==> config.mk <==
export PLATFORM = sky130hd
export DESIGN_NAME = dsp_mac_sequencer_flat
export DESIGN_NICKNAME = d
export VERILOG_FILES = /design/src/rtl/dsp_mac_sequencer_if.sv /design/src/rtl/dsp_mac_sequencer.sv /design/src/flat_wrapper.sv
export SDC_FILE = /design/constraint.sdc
export NUM_CORES = 1
export LEC_CHECK = 0
export ABC_AREA = 0
export CAP_MARGIN = 25
export CORE_MARGIN = 2
export CORE_UTILIZATION = 30
export CTS_BUF_LIST = sky130_fd_sc_hd__clkbuf_2 sky130_fd_sc_hd__clkbuf_4 sky130_fd_sc_hd__clkbuf_8
export DETAILED_ROUTE_END_ITERATION = 10
export PLACE_DENSITY = 0.62
export SYNTH_ARGS = -nofsm -noshare
export SYNTH_HDL_FRONTEND = slang
export SYNTH_SLANG_ARGS = --single-unit
==> constraint.sdc <==
create_clock -name CLK -period 3.7 [get_ports CLK]
set_input_delay 0.74 -clock CLK [delete_from_list [all_inputs] [get_ports CLK]]
set_output_delay 0.74 -clock CLK [all_outputs]
set_load 0.05 [all_outputs]
==> src/rtl/dsp_mac_sequencer_if.sv <==
// Operand and result valid/ready streams of the dsp_mac_sequencer.
// The master side drives operands and consumes results; the slave side is the sequencer.
interface dsp_mac_sequencer_if #(
    parameter int DW = 18
);
    logic          in_valid;
    logic          in_ready;
    logic [DW-1:0] in_a;
    logic [DW-1:0] in_b;
    logic          out_valid;
    logic          out_ready;
    logic [47:0]   out_data;

    modport master (
        output in_valid, in_a, in_b, out_ready,
        input  in_ready, out_valid, out_data
    );

    modport slave (
        input  in_valid, in_a, in_b, out_ready,
        output in_ready, out_valid, out_data
    );
endinterface

==> src/rtl/dsp_mac_sequencer.sv <==
// Drives one DSP48A1 slice as an unsigned N-term multiply-accumulate engine.
// Optional abort input and slice P reset pulse when MAC_SEQ_ABORT_EN is defined.
module dsp_mac_sequencer #(
    parameter int DW    = 18,
    parameter int LEN_W = 8,
    parameter int MLAT  = 3
) (
    input  logic             CLK,
    input  logic             RST,
    input  logic             start,
    input  logic [LEN_W-1:0] cfg_len,
    output logic             busy,
`ifdef MAC_SEQ_ABORT_EN
    input  logic             abort,
`endif
    dsp_mac_sequencer_if.slave mac,
    output logic [DW-1:0]    dsp_A,
    output logic [DW-1:0]    dsp_B,
    output logic [7:0]       dsp_OPMODE,
    output logic             dsp_RSTP,
    input  logic [47:0]      dsp_P
);

    typedef enum logic [1:0] {IDLE, ACCUM, DRAIN, DONE} state_t;
    typedef enum logic [1:0] {T_BUBBLE, T_FIRST, T_ACC} tag_t;

    state_t           state, state_nxt;
    tag_t             tag_p [MLAT];
    tag_t             tag_in;
    logic [LEN_W-1:0] len_q, acc_cnt, ret_cnt;
    logic             in_rdy, accept, retire, last_retire, kill;
    logic             last_p1, last_p2;
    logic             out_vld;
    logic [47:0]      result;

    function automatic logic [7:0] tag_opmode(input tag_t t);
        case (t)
            T_FIRST: return 8'h01;
            T_ACC:   return 8'h09;
            default: return 8'h08;
        endcase
    endfunction

`ifdef MAC_SEQ_ABORT_EN
    assign kill = abort && (state != IDLE);
`else
    assign kill = 1'b0;
`endif

    // in_ready is withheld during an abort so no operand is silently dropped.
    assign in_rdy      = (state == ACCUM) && (acc_cnt < len_q) && !kill;
    assign accept      = mac.in_valid && in_rdy;
    assign tag_in      = !accept ? T_BUBBLE : ((acc_cnt == '0) ? T_FIRST : T_ACC);
    assign retire      = (tag_p[MLAT-1] != T_BUBBLE);
    assign last_retire = retire && (ret_cnt == len_q - 1'b1);

    assign busy          = (state != IDLE);
    assign mac.in_ready  = in_rdy;
    assign mac.out_valid = out_vld;
    assign mac.out_data  = result;

    always_comb begin
        state_nxt = state;
        case (state)
            IDLE:  if (start && (cfg_len != '0))                state_nxt = ACCUM;
            ACCUM: if (accept && (acc_cnt == len_q - 1'b1))     state_nxt = DRAIN;
            DRAIN: if (last_p2)                                 state_nxt = DONE;
            DONE:  if (out_vld && mac.out_ready)                state_nxt = IDLE;
            default:                                            state_nxt = IDLE;
        endcase
        if (kill) state_nxt = IDLE;
    end

    always_ff @(posedge CLK or posedge RST) begin
        if (RST) state <= IDLE;
        else     state <= state_nxt;
    end

    // Tag pipe mirrors the slice A0/A1/M stages; dsp_OPMODE is the OPMODE register feed.
    always_ff @(posedge CLK or posedge RST) begin
        if (RST) begin
            len_q      <= '0;
            acc_cnt    <= '0;
            ret_cnt    <= '0;
            last_p1    <= 1'b0;
            last_p2    <= 1'b0;
            out_vld    <= 1'b0;
            dsp_OPMODE <= 8'h00;
            for (int i = 0; i < MLAT; i++) tag_p[i] <= T_BUBBLE;
        end else if (kill) begin
            acc_cnt    <= '0;
            ret_cnt    <= '0;
            last_p1    <= 1'b0;
            last_p2    <= 1'b0;
            out_vld    <= 1'b0;
            dsp_OPMODE <= 8'h08;
            for (int i = 0; i < MLAT; i++) tag_p[i] <= T_BUBBLE;
        end else begin
            if (state == IDLE && start && (cfg_len != '0)) begin
                len_q   <= cfg_len;
                acc_cnt <= '0;
                ret_cnt <= '0;
            end else begin
                if (accept) acc_cnt <= acc_cnt + 1'b1;
                if (retire) ret_cnt <= ret_cnt + 1'b1;
            end
            for (int i = MLAT-1; i > 0; i--) tag_p[i] <= tag_p[i-1];
            tag_p[0]   <= tag_in;
            dsp_OPMODE <= tag_opmode(tag_p[MLAT-2]);
            // last_p1: final term enters P; last_p2: P holds the full sum.
            last_p1    <= last_retire;
            last_p2    <= last_p1;
            if (last_p2)                       out_vld <= 1'b1;
            else if (out_vld && mac.out_ready) out_vld <= 1'b0;
        end
    end

    always_ff @(posedge CLK or posedge RST) begin
        if (RST) begin
            dsp_A  <= '0;
            dsp_B  <= '0;
            result <= '0;
        end else begin
            if (accept) begin
                dsp_A <= mac.in_a;
                dsp_B <= mac.in_b;
            end
            if (last_p2 && !kill) result <= dsp_P;
        end
    end

`ifdef MAC_SEQ_ABORT_EN
    always_ff @(posedge CLK or posedge RST) begin
        if (RST) dsp_RSTP <= 1'b0;
        else     dsp_RSTP <= kill;
    end
`else
    assign dsp_RSTP = 1'b0;
`endif

endmodule

==> src/flat_wrapper.sv <==
// flat-port wrapper written by rule: the top's interface ports become plain ports
module dsp_mac_sequencer_flat 
#(
    parameter int DW    = 18,
    parameter int LEN_W = 8,
    parameter int MLAT  = 3
)
  (CLK, RST, start, cfg_len, busy, dsp_A, dsp_B, dsp_OPMODE, dsp_RSTP, dsp_P, mac_in_valid, mac_in_a, mac_in_b, mac_out_ready, mac_in_ready, mac_out_valid, mac_out_data);
  dsp_mac_sequencer_if #(.DW(DW)) mac_i ();
  input  logic CLK;
  input  logic RST;
  input  logic start;
  input  logic [LEN_W-1:0] cfg_len;
  output logic busy;
  output logic [DW-1:0] dsp_A;
  output logic [DW-1:0] dsp_B;
  output logic [7:0] dsp_OPMODE;
  output logic dsp_RSTP;
  input  logic [47:0] dsp_P;
  input wire logic [$bits(mac_i.in_valid)-1:0] mac_in_valid;
  input wire logic [$bits(mac_i.in_a)-1:0] mac_in_a;
  input wire logic [$bits(mac_i.in_b)-1:0] mac_in_b;
  input wire logic [$bits(mac_i.out_ready)-1:0] mac_out_ready;
  output wire logic [$bits(mac_i.in_ready)-1:0] mac_in_ready;
  output wire logic [$bits(mac_i.out_valid)-1:0] mac_out_valid;
  output wire logic [$bits(mac_i.out_data)-1:0] mac_out_data;
  assign mac_i.in_valid = mac_in_valid;
  assign mac_i.in_a = mac_in_a;
  assign mac_i.in_b = mac_in_b;
  assign mac_i.out_ready = mac_out_ready;
  assign mac_in_ready = mac_i.in_ready;
  assign mac_out_valid = mac_i.out_valid;
  assign mac_out_data = mac_i.out_data;
  dsp_mac_sequencer #(.DW(DW), .LEN_W(LEN_W), .MLAT(MLAT)) u_core (.CLK(CLK), .RST(RST), .start(start), .cfg_len(cfg_len), .busy(busy), .mac(mac_i), .dsp_A(dsp_A), .dsp_B(dsp_B), .dsp_OPMODE(dsp_OPMODE), .dsp_RSTP(dsp_RSTP), .dsp_P(dsp_P));
endmodule
Yosys cells after proc, flatten, opt, wreduce, memory -nomap -nowiden
Cells that the tools add are included.
{"block": "totals", "register_bits": 123, "out_inout_bits": 96}
{"block": "op_classes", "addsub": 3, "n_lt_le_gt_ge": 1, "eq_ne": 11, "mux": 14, "reduce_logical": 17}
{"operator": "$mux 8", "n": 4}
{"operator": "$add 8x1->8 const B", "n": 2}
{"operator": "$eq 8x8->1", "n": 2}
{"operator": "$mux 2", "n": 6}
{"operator": "$reduce_bool 2->1", "n": 5}
{"operator": "$logic_and 1x1->1", "n": 8}
{"operator": "$logic_not 8->1", "n": 1}
{"operator": "$lt 8x8->1", "n": 1}
{"operator": "$pmux 2 s4", "n": 1}
{"operator": "$pmux 4 s2", "n": 1}
{"operator": "$reduce_bool 8->1", "n": 1}
{"operator": "$sub 8x1->8 const B", "n": 1}
{"operator": "$eq 2x2->1 const B", "n": 3}
{"operator": "$ne 2x1->1 const B", "n": 3}
{"operator": "$eq 2x1->1 const B", "n": 2}
{"operator": "$reduce_and 4->1", "n": 1}
{"operator": "$logic_not 2->1", "n": 1}
{"operator": "$mux 1", "n": 2}
{"operator": "$ne 2x2->1 const B", "n": 1}

Depth between registers and ports, before layout
{"block": "logic_depth", "ltp_word": 6, "ltp_mapped": 10}

Worst setup path after synthesis
Ideal clock, no wire load.
{"block": "synth_path", "kind": "register to output", "start": "reg u_core.len_q[6]", "end": "out mac_in_ready", "arrival_ns": 1.867, "path_slack_ns": 1.093, "path_stages_with_launch": 7, "cell_sequence": "dfrtp_1 -> inv_1 -> ha_1 -> nand3_1 -> and4b_1 -> nand2_1 -> nor2_1"}
{"block": "synth_via", "elab_chain_cells": 2}
{"element": "start, declared", "line_no": "dsp_mac_sequencer.sv:30", "rtl": "logic [LEN_W-1:0] len_q, acc_cnt, ret_cnt;"}
{"element": "start signal, assigned", "line_no": "dsp_mac_sequencer.sv:100", "rtl": "len_q <= cfg_len;"}
{"element": "$lt 8x8->1", "line_no": "dsp_mac_sequencer.sv:51", "rtl": "assign in_rdy = (state == ACCUM) && (acc_cnt < len_q) && !kill;"}
{"element": "$logic_and 1x1->1", "line_no": "dsp_mac_sequencer.sv:51"}
{"element": "end, declared", "line_no": "flat_wrapper.sv:24", "rtl": "output wire logic [$bits(mac_i.in_ready)-1:0] mac_in_ready;"}
Every way passes these cells.

Worst setup path in the final report
Ends and elaborated chain as after synthesis.

==> flow_summary.ini <==
[setup_path]
arrival_ns = 2.76
startpoint_type = flip-flop
regToRegStartpoint = u_core.len_q[0]
cp-end-kind = output port
crit_fanout = 7
crit_path_start = u_core.len_q[6]
required_ns = 2.96
crit_type = flip-flop to output port

[timing]
slew_headroom = 0.5869
whs_ns = 0.3507
worstMarginPinSlew_ns = 0.6197
setup_slack_ns = 0.2021
finalMaxSlewViolations = 0
fmax_ghz = 0.2859
finalCriticalPeriod_ns = 3.498
hold_viol = 0
finalSetupTns_ns = 0
setup_violations = 0
rsz0062_at_grt = no
skew_ns = 0.007073
period_share = 0.9454

[place]
gp_congestion = 0.8620
dpl.hpwl_um = 9340
port_buffers = 185
placed_area_um2 = 7561
dpl_worst_slack_ns = 0.5720

[synthesis]
synth.avg_cell_area_um2 = 12.86
synth_area_leaders = dfrtp_1, mux2_2, ha_1
yosys_warnings = 0
yosys.cell_types.count = 54
synthCells = 426
synth_edf_count = 0
ys_dominant_reg_cell = dfrtp_1
ys_ff_latch = 121
mappedNetlistArea_um2 = 5480
synth_top_area_frac = 0.5525
yosysTopAreaCell = dfrtp_1
synth_async_sr_flop_share = 1.000
synth-seq-area-share = 0.5525

[cells_and_area]
final_util = 0.4422
fillerInstances = 1663
fin_nets = 728
final_cell_mix = clkdlybuf4s50_1, dfrtp_1, mux2_2
diodes = 0
drive_gt1_frac = 0.2220
mostFrequentLayoutCell = clkdlybuf4s50_1
final_area_um2 = 7943
syn_to_final_growth_pct = 44.93

[run]
max-cap-violations = 0

[route]
dr.pass1.iters = 4
via_count = 3870
drtIter0Drc = 191
viasPerCell = 4.526
wl_per_cell_um = 14.98
ant_nets = 0
drc = 0
wl_um = 12810

[floorplan]
die_width_um = 139.2
start_util = 0.3051
core_um2 = 17960
die-area_um2 = 19360
die_y_um = 139.2
rows = 49
ios = 193

[clocking]
cts_buffer_depth = 2
clk_latency_ns = 0.44
numCtsBuffers = 17
clkTransAtPathRegs_ns = 0.07
htree_num_levels = 4
cts_tree = built
cts_sinks = 121
clockRootBuffer = clkbuf_8
cts_hold_buf = 0

[global_route]
gr-total-overflow = 0
grt_pass1_vias = 4208
grt_pass1_wl_um = 21420
grt_max_degree = 73
antenna_found_initial = 0
grt_use_total = 0.1392

[hold_path]
hold_start = u_core.tag_p[4]
hold_path_class = flip-flop to flip-flop

[power]
leakage_uw = 0.003412
powerDensity_nw_per_um2 = 930.7
vdd_drop_max_mv = 0.4559

[status]
outcome = complete, no violations
==> Yosys cell counts, types with 2 or more instances <==
cell type and instances:
xnor2_1 22, nand4_1 7, nor4b_1 5, nand2_1 19, mux2i_1 3, mux2_2 84, or3_1 2, nor3_1 4
nand3_1 4, nor2_1 24, ha_1 18, o21ai_0 15, buf_6 2, xor2_1 8, nor2b_1 3, clkbuf_1 11
a21oi_1 4, inv_1 19, buf_4 9, o211ai_1 3, nor4_1 2, buf_1 5, or4_1 2, dfrtp_1 121
==> timing repair <==
action / 4_1_cts / 5_1_grt
endpoints found under the hold margin: 0 / 0
resized for setup: 0 / 1
buffers inserted: 0 / 0
setup endpoints to repair: 0 / 1
==> sequential cells by signal, indices dropped and copies added, names as in the netlist <==
register              cells
u_core.len_q              8
u_core.acc_cnt            8
u_core.mac.out_valid      1
u_core.dsp_B             18
u_core.ret_cnt            8
u_core.last_p2            1
u_core.last_p1            1
u_core.dsp_A             18
u_core.dsp_OPMODE         2
u_core.tag_p              6
u_core.mac.out_data      48
u_core.state              2
==> metal layers <==
metal  part of all wire  global-route usage
met1               0.41              0.1608
met2               0.49              0.2320
met3              0.080             0.05387
met4              0.020             0.05742
met5                  0                   0
==> metrics by stage <==
stage / power, uW / instances
detailed placement: 6327 / 823
finish: 7392 / 855
floorplan: 5010 / 432
global placement: 6254 / 823
CTS: 7495 / 855
global route: 7818 / 855
==> power by group <==
part | total [uW] | switching, uW | internal [uW]
clock | 1120 | 542 | 578
sequential | 2230 | 373 | 1860
combinational | 4040 | 2470 | 1570
total | 7390 | 3390 | 4000
==> kinds of logic (layout without fill, tap and decap cells) <==
| group | after synthesis | in the layout | share of synthesized area |
|---|---|---|---|
| compound gates | 36 | 36 | 0.04840 |
| xor+xnor | 30 | 30 | 0.04794 |
| fa+ha+maj | 18 | 18 | 0.04110 |
| buf+inv | 47 | 241 | 0.04132 |
| flops | 121 | 121 | 0.5525 |
| mux | 88 | 88 | 0.1808 |
| other cells | 1 | 7 | 0.0006843 |
| simple gates | 85 | 85 | 0.08722 |
==> critical path, stage by stage, from the launching register on <==
cell and delay, ns:
dfrtp_1 0.56, inv_1 0.11, ha_1 0.32, nand3_1 0.09, and4b_1 0.23, nand2_1 0.07, nor2_1 0.11, clkdlybuf4s50_1 0.84
==> layout make-up <==
type	instances	area, um^2	area share
clock buffers	21	276.5	0.03481
clock inverters	11	97.59	0.01229
inverters	19	75.07	0.009452
multi-input cells	264	2263	0.2850
flip-flops and latches	121	3029	0.3814
well taps	229	286.5	0.03607
repair buffers	190	1914	0.2410
==> path summary, 6_finish.rpt <==
path | cells past startpoint | slack, ns | endpoint
min | 0 | 0.35 | u_core.tag_p[2]
max | 7 | 0.20 | mac_in_ready
max in group asynchronous | 3 | 2.55 | u_core.dsp_B[10]
max reg2reg | 8 | 1.05 | u_core.state[1]
min in group asynchronous | 3 | 0.77 | u_core.mac.out_data[42]
min reg2reg | 0 | 0.35 | u_core.tag_p[2]
(Power assumes the default switching activity.)
==> variant: new RTL, same flow settings <==
`DW` is set to 18 in 3 places; all go to 20.
--- a/src/rtl/dsp_mac_sequencer_if.sv
+++ b/src/rtl/dsp_mac_sequencer_if.sv
@@ -2,5 +2,5 @@
 // The master side drives operands and consumes results; the slave side is the sequencer.
 interface dsp_mac_sequencer_if #(
-    parameter int DW = 18
+    parameter int DW = 20
 );
     logic          in_valid;
--- a/src/rtl/dsp_mac_sequencer.sv
+++ b/src/rtl/dsp_mac_sequencer.sv
@@ -2,5 +2,5 @@
 // Optional abort input and slice P reset pulse when MAC_SEQ_ABORT_EN is defined.
 module dsp_mac_sequencer #(
-    parameter int DW    = 18,
+    parameter int DW    = 20,
     parameter int LEN_W = 8,
     parameter int MLAT  = 3
--- a/src/flat_wrapper.sv
+++ b/src/flat_wrapper.sv
@@ -2,5 +2,5 @@
 module dsp_mac_sequencer_flat 
 #(
-    parameter int DW    = 18,
+    parameter int DW    = 20,
     parameter int LEN_W = 8,
     parameter int MLAT  = 3
Interface: changed (resized dsp_A, dsp_B, mac_in_a and mac_in_b); port bits go from 193 to 201. No check against the original RTL was run, so the function may have changed too.
==> variant against the unedited design <==
  * Routed wire length grew 5.0%
  * Core utilization grew 0.95 points
  * Area after synthesis grew 1.2%
  * Setup slack better by 0.068 ns
  * Sequential cell count up 4
  * Register-to-register slack got worse by 0.13 ns
  * Count of clock-buffer cells in the layout increased by 3
  * Largest power group unchanged
  * Combinational power fell by 4%
  * Synthesized cell count rose by 1.2%
  * Critical endpoint unchanged
  * Cell area is 2.5% higher
  * Highest routed layer unchanged
  * Non-clock buffer count is 9 higher
  * Global-route usage is 0.22 points higher
  * Total power fell by 0.80%
==> variant: results (changes against the unedited design) <==
Global routing
  – Initial antenna violation count: 0 (unchanged)
  – GRT Resource Usage Total: 14.14% (+0.22 points)
  – GR Layer Usage met3: 4.786% (-0.60 points)
  – Met1 usage: 17.37% (+1.3 points)
  – GRT met2 Usage: 22.77% (-0.43 points)
  – Largest net degree at the start of global routing: 50 (-32%)
  – Vias in the first global route: 4071 (-3.3%)
  – First-pass GRT wire length: 21.75 mm (+1.5%)

Clock tree
  – Root Driver: clkbuf_8
  – Reg clk slew, reported paths: 0.08 ns
  – CTS Buffer Depth: 2 (unchanged)
  – TritonCTS Buffers: 17 (unchanged)

Detailed routing
  – Routed WL: 13.45 mm (+5.0%)
  – Detailed Routing Iterations Pass 1: 5 (+1)
  – Initial DRC count: 165 (-14%)
  – Routed Antenna Nets: 0 (unchanged)
  – Number of vias per cell: 4.588 (+1.4%)

Timing
  – F_max: 0.2916 GHz (+2.0%)
  – Skew final: 0.01525 ns (+0.008181 ns)
  – Slew headroom: 59.28% (+0.60 points)

Yosys
  – Area contributors post-synth: dfrtp_1 56%, mux2_2 15%, ha_1 4.1%
  – Synth top cells by count: 125 x dfrtp_1, 75 x mux2_2, 23 x nor2_1
  – Async set or reset register ratio after synthesis: 100.0% (unchanged)
  – Synthesis Warnings: 0 (unchanged)
  – Sequential area share after synthesis: 56.41% (+1.2 points)
  – Synth cell types: 46 (-15%)

Place
  – Port buffer count: 193 (+4.3%)
  – HPWL after detailed placement: 9.966 mm (+6.7%)
  – Gpl congestion: 0.8451 (-2.0%)
  – DP Area: 7711 um2 (+2.0%)
  – Worst Setup Slack post-DPL: 0.4360 ns (-0.1361 ns)

Setup path
  – Worst Setup SP: u_core.len_q[3]
  – Reg-to-Reg End: u_core.dsp_B[19]
  – R2r setup slk: 0.92 ns (-0.13 ns)
  – R2R Path Start: u_core.len_q[6]
  – R2R cell count: 8 (unchanged)
  – Worst-path maximum fanout: 9 (+2)
  – CP arrival: 2.69 ns (-0.07 ns)

Pwr
  – LEAKAGE: 3.567 nW (+4.5%)
  – Peak supply drop: 470.0 uV (+3.1%)

Layout
  – ANT cells: 0 (unchanged)
  – Nets: 746 (+2.5%)
  – Fill cells: 1663 (unchanged)
  – Share of cells above drive strength 1: 18.94% (-3.3 points)

Hold path
  – Hold WC Path Type: register to register
  – Hold EP: u_core.tag_p[2]

Outcome
  – Status: completed
variant: cell types whose count changed after synthesis, moves of 4 or more:
cell,change
xor2_1,+4
mux2_2,-9
buf_2,+6
o21ai_0,-9
dfrtp_1,+4
o21ai_1,+10
mux2_1,+13
variant: cell families (layout without fill, tap and decap cells):
logic type	after synthesis	after routing	share of synthesized area, %
xor gates and xnor gates	33	33	5.460
other	1	7	0.06762
AOI/OAI and AO/OA	33	33	3.543
adders and majority gates	18	18	4.061
buffers and inverters	50	252	4.152
DFF	125	125	56.41
and+or+nand+nor	80	80	7.806
muxes	91	91	18.50
variant: critical path, cell delays in order, from the launching register on:
cell	delay (ns)
dfrtp_1	0.48
inv_1	0.11
ha_1	0.31
a21oi_1	0.26
a21oi_4	0.15
nor2_1	0.13
clkdlybuf4s50_1	0.81
variant: what timing repair did:
action,CTS,global route
buffers inserted,0,0
gates resized for setup,1,1
endpoints found under the setup margin,1,1
variant: metrics by stage:
stage               hold slack, ns  utilization (%)  cells
detailed placement          0.3362            42.78    836
CTS                         0.3616            45.02    867
floorplan                   0.3312                -    437
finish                      0.3552            45.17    868
global route                0.3629            45.17    868
global placement            0.3342            42.78    836
variant: cell type report:
type | instances | area share [%]
Clock buffer | 24 | 3.827
Clock inverter | 7 | 1.076
Inverter | 22 | 1.060
Multi-Input combinational cell | 262 | 27.34
Sequential cell | 125 | 38.44
Tap cell | 229 | 3.519
Timing Repair Buffer | 199 | 24.74
variant: per-layer routing:
layer  up-vias  routed length [um]
met5         -                   0
met4         0                 316
met3        27                 961
met2       170                6515
met1      1922                5657
li1       1863                   -
variant: worst max-delay path by stage:
| stage | cells after the start | end |
|---|---|---|
| 2_1_floorplan | 5 | mac_in_ready |
| 3_3_place_gp | 6 | mac_in_ready |
| 3_5_place_dp | 6 | mac_in_ready |
| 4_1_cts | 6 | mac_in_ready |
| 5_1_grt | 7 | mac_in_ready |
| 6_report | 6 | mac_in_ready |
variant: power breakdown:
| group | internal [mW] | switching (mW) | total (mW) |
|---|---|---|---|
| clock network | 0.685 | 0.521 | 1.21 |
| logic | 1.50 | 2.39 | 3.89 |
| registers | 1.88 | 0.351 | 2.24 |
